===== config.mk =====
export PLATFORM = sky130hd
export DESIGN_NAME = button_debouncer
export DESIGN_NICKNAME = d
export VERILOG_FILES = /design/src/rtl/button_debouncer.sv
export SDC_FILE = /design/constraint.sdc
export NUM_CORES = 1
export LEC_CHECK = 0
export CAP_MARGIN = 5
export CELL_PAD_IN_SITES_DETAIL_PLACEMENT = 2
export CELL_PAD_IN_SITES_GLOBAL_PLACEMENT = 2
export CORE_MARGIN = 10
export CORE_UTILIZATION = 42
export CTS_BUF_LIST = sky130_fd_sc_hd__clkbuf_4
export CTS_CLUSTER_SIZE = 12
export DETAILED_ROUTE_END_ITERATION = 12
export PLACE_DENSITY = 0.93
export SYNTH_ARGS = -nofsm -noshare
export SYNTH_HDL_FRONTEND = slang
export SYNTH_SLANG_ARGS = --single-unit

===== constraint.sdc =====
create_clock -name clk -period 3.9 [get_ports clk]
set_clock_uncertainty 0.1 [all_clocks]
set_input_delay 0.78 -clock clk [delete_from_list [all_inputs] [get_ports clk]]
set_output_delay 0.78 -clock clk [all_outputs]
set_load 0.02 [all_outputs]

===== src/rtl/button_debouncer.sv =====
// Push-button conditioner: per-channel synchroniser plus run-length debounce,
// producing a registered stable level and a one-cycle change event.
module button_debouncer #(
  parameter int   N_BUTTONS       = 2,
  parameter int   SYNC_STAGES     = 2,
  parameter int   DEBOUNCE_CYCLES = 120000,
  parameter logic RESET_LEVEL     = 1'b1
) (
  input  logic                 clk,
  input  logic                 sresetn,
  input  logic [N_BUTTONS-1:0] buttons_raw,
  output logic [N_BUTTONS-1:0] buttons,
  output logic [N_BUTTONS-1:0] button_events
);

  localparam int               CNT_W    = $clog2(DEBOUNCE_CYCLES + 1);
  localparam logic [CNT_W-1:0] CNT_LAST = CNT_W'(DEBOUNCE_CYCLES - 1);

  for (genvar i = 0; i < N_BUTTONS; i++) begin : g_chan
    logic [SYNC_STAGES-1:0] sync_q;
    logic                   sync_bit;
    logic                   level_q;
    logic                   event_q;
    logic [CNT_W-1:0]       cnt_q;

    assign sync_bit = sync_q[SYNC_STAGES-1];

    // Level and event move on the same edge so that event && level reads as
    // a release downstream; any matching cycle restarts the debounce run.
    always_ff @(posedge clk) begin
      if (!sresetn) begin
        sync_q  <= {SYNC_STAGES{RESET_LEVEL}};
        level_q <= RESET_LEVEL;
        event_q <= 1'b0;
        cnt_q   <= '0;
      end else begin
        sync_q  <= {sync_q[SYNC_STAGES-2:0], buttons_raw[i]};
        event_q <= 1'b0;
        if (sync_bit == level_q) begin
          cnt_q <= '0;
        end else if (cnt_q == CNT_LAST) begin
          level_q <= sync_bit;
          event_q <= 1'b1;
          cnt_q   <= '0;
        end else begin
          cnt_q <= cnt_q + CNT_W'(1);
        end
      end
    end

    assign buttons[i]       = level_q;
    assign button_events[i] = event_q;
  end

endmodule


* Yosys cells after proc, flatten, opt, wreduce, memory -nomap -nowiden
Cells that the tools add are included.
Storage, ports and cells: bits in registers 42, bits of input ports 4, output and inout port bits 4, logic and storage cells 25
Cells by class: add/subtract/negate cells 2, equality and inequality tests 4, mux-type cells 2, bitwise gates (word level) 3, reduce and logical (&&, ||, !) cells 6
Operators with widths (count):
- $add A17 B1 Y17 const B | 2
- $eq A17 B17 Y1 const B | 2
- $reduce_or A3 Y1 | 2
- $reduce_and A2 Y1 | 2
- $reduce_or A2 Y1 | 2
- $not A1 Y1 | 3
- $eq A1 B1 Y1 | 2
- $mux W1 | 2

* Longest topological paths before layout
word-level depth 3, depth in mapped cells 7, mapped depth without buffers 5

* Worst setup path after synthesis
Ideal clock, no wire load.
path type flip-flop to flip-flop, start point register g_chan[0].cnt_q[0], end point register g_chan[0].cnt_q[12], library setup time 115 ps, arrival time 1760 ps, slack 1926 ps, cell stages (with the launch flop) 8, cells stage by stage dfxtp_1 -> ha_1 -> clkbuf_1 -> nand4_1 -> or4_4 -> nand3_4 -> buf_12 -> nor2_1
On the way: cells in the longest elaborated chain, start to end 2, elaborated cells on any way between the ends 3, classes of those cells add/sub (1); eq/ne (1); reduce/logical (1)
Ends and longest elaborated chain:
- start: declaration | RTL line 24 | logic [CNT_W-1:0] cnt_q;
- start signal: assignment | RTL line 46 | cnt_q <= cnt_q + CNT_W'(1);
- branches (longest 2 deep; another with $add A17 B1 Y17)
Parallel ways; which one is timed is not known. A chain may end at the register's enable or synchronous reset.

* Final worst setup path
start point register g_chan[0].level_q, end point output port buttons[0]
RTL lines:
- start: declaration | RTL line 22 | logic level_q;
- start signal: assignment | RTL line 42 | level_q <= sync_bit;
- end: declaration | RTL line 12 | output logic [N_BUTTONS-1:0] buttons,
No word-level cell between the ends.

==> summary.md <==
| Metric | Value |
|---|---|
| CTS H-Tree Depth | `2` |
| Power per cell area | `370 nW/um^2` |
| Proportion of layout cells with a drive suffix above 1 | `0.0622` |
| Post-synth EDFFs | `0` |
| Root Driver | `clkbuf_4` |
| Die W | `86.4 um` |
| # port buffers | `7` |
| Clock latency at the later pin of the worst-skew pair | `0.35 ns` |
| Initial core utilization | `0.428` |
| Seq cells post-synth | `42` |
| Post-CTS setup buffers | `0` |
| CP arrival | `1.36 ns` |
| Ys flop type | `dfxtp_1` |
| Worst slew pin tran | `0.541 ns` |
| Die H | `86.4 um` |
| Placer Congestion | `0.868` |
| Gr usage total | `0.139` |
| Die ar. | `7460 sq um` |
| Final WL | `4960 um` |
| Vias in the first global route | `1603` |
| VDD IR max | `0.000131 V` |
| DRT Pass-1 Iters | `4` |
| Register area share after synthesis | `0.454` |
| First-pass GRT wire length | `8360 um` |
| Maxcap violations | `0` |
| RSZ-0062 raised after global routing | `no` |
| Crit Path Max Fanout | `3` |
| Core area | `4320 sq um` |
| Final net count | `214` |
| Final Hold Fails | `0` |
| CP endpoint kind | `output port` |
| Relative slew slack | `0.640` |
| Fin crit share | `0.575` |
| CP top delay family | `buffers and inverters` |
| Synth unique cells | `33` |
| Leak | `0.581 nW` |
| Buf/Inv on CP | `1` |
| Post-synth ARST share | `0` |
| Setup TNS Final | `0 ns` |
| Post-DR wirelength/cell | `19.0 um` |
| Synth Cell Area | `1850 sq um` |
| Clock tree buffer depth | `2` |
| Largest net degree at the start of global routing | `18` |
| CP required | `3.02 ns` |
| Clock sink count | `42` |
| Drc violations | `0` |
| Initial antenna violation count | `0` |
| Crit-path slowest cell | `clkdlybuf4s50_1` |
| Area growth, synth to finish | `7.78%` |
| Final core utilization | `0.461` |
| Diode count | `0` |
| Syn avg cell area | `9.03 sq um` |
| DRT iter0 DRCs | `50` |
| Final setup violation count | `0` |
| Routed vias/inst | `5.59` |
| CTS Hold Bufs | `0` |
| Total number of vias | `1458` |
| Fmax | `446 MHz` |
| CTS tree | `done` |
| Post-DP HPWL | `3590 um` |
| Dpl ws | `1.45 ns` |
| Slew Limit Fails | `0` |
| Power Total | `738 uW` |
| Tmin final | `2.24 ns` |
| Crit path kind | `reg2out` |
| Gr ovfl total | `0` |
| Synth warnings | `0` |
| Status | `complete, no violations` |
| Hold Path Class | `reg2reg` |
| Cells after Synth | `205` |
| Crit-path cells | `clkdlybuf4s50_1` |
| Clock-pin slew on the worst setup and hold paths | `0.12 ns` |
| Final setup margin | `1.66 ns` |
| Row Count | `24` |
| CTS resizes | `0` |
| I/O pin cnt | `8` |
| Min Hold Slack | `0.342 ns` |
| CP Launch Type | `register` |
| Max stage delay on crit path | `0.62 ns` |
| Routed Antenna Nets | `0` |
| Syn nets | `211` |
| CTS Buf Count | `5` |
## layout make-up
class / instances / area, sq um
Fill cell: 473 / 2330
Multi-Input combinational cell: 146 / 913
Sequential cell: 42 / 841
Timing Repair Buffer: 7 / 70.1
Tap cell: 52 / 65.1
Clock buffer: 7 / 52.6
Clock inverter: 1 / 30.0
Inverter: 6 / 22.5
## cell usage after synthesis, types with 3 or more instances
library cell,number,area [sq um]
dfxtp_1,42,841
nor2_1,33,124
xnor2_1,18,158
nand3_1,13,65.1
nand4_1,12,75.1
xor2_1,12,105
nand2_1,10,37.5
nor4_1,9,56.3
inv_1,6,22.5
nand2b_1,6,37.5
clkbuf_1,5,18.8
nor3_1,5,25.0
buf_4,4,30.0
and2_1,3,18.8
and3_1,3,18.8
## cells in the final DEF, fill, tap and decap left out, types with 2 or more instances in the layout
cell type / instances
nor2_2: 2
clkdlybuf4s50_1: 7
nor4_1: 9
nand2b_1: 6
inv_1: 6
xnor2_1: 18
clkbuf_4: 7
o21ai_0: 2
nor2_1: 33
nand3_1: 13
and4_1: 2
nand4_1: 12
a21oi_1: 2
and2_1: 3
or4_1: 2
nor3_1: 5
xor2_1: 12
dfxtp_1: 42
and3_1: 3
nand2_1: 10
ha_1: 2
## path summary, 6_finish.rpt
| check | startpoint | endpoint | slack, ns | cells past startpoint |
|---|---|---|---|---|
| setup / recovery | g_chan[0].level_q$_SDFFE_PN1P_ | buttons[0] | 1.66 | 1 |
| hold / removal | g_chan[1].sync_q[0]$_SDFF_PN1_ | g_chan[1].sync_q[1]$_SDFF_PN1_ | 0.34 | 1 |
| hold reg to reg | g_chan[1].sync_q[0]$_SDFF_PN1_ | g_chan[1].sync_q[1]$_SDFF_PN1_ | 0.34 | 1 |
| setup reg to reg | g_chan[0].cnt_q[0]$_SDFF_PP0_ | g_chan[0].cnt_q[12]$_SDFF_PP0_ | 1.71 | 5 |
## logic make-up after synthesis
logic type               Yosys count  synth area share
AND/OR/NAND/NOR                  107             0.314
flip-flops                        42             0.454
XOR/XNOR                          30             0.142
buffers and inverters             17            0.0521
AO/OA/AOI/OAI                      6            0.0189
adder cells (fa/ha/maj)            2            0.0135
multiplexers                       1           0.00541
## per-stage QoR
step,cells,cell area (sq um)
floorplan,205,1850
global placement,253,1910
detailed placement,253,1910
CTS,261,1990
global route,261,1990
finish,261,1990
## where the power goes
group | switching [mW] | internal (mW) | total [mW]
clock | 0.143 | 0.150 | 0.293
combinational | 0.00709 | 0.00503 | 0.0121
sequential | 0.00159 | 0.431 | 0.433
total | 0.151 | 0.586 | 0.738
## registers in the layout, indices dropped and copies added (netlist names)
signal          cells
g_chan.cnt_q       34
g_chan.event_q      2
g_chan.level_q      2
g_chan.sync_q       4
## metal layers
layer | share of wire | vias to the layer above | track usage
met5 | 0 | - | 0
met4 | 0.012 | 0 | 0.0353
met3 | 0.028 | 6 | 0.0356
met2 | 0.49 | 15 | 0.228
met1 | 0.47 | 732 | 0.176
li1 | - | 705 | -
(Power assumes the default switching activity.)
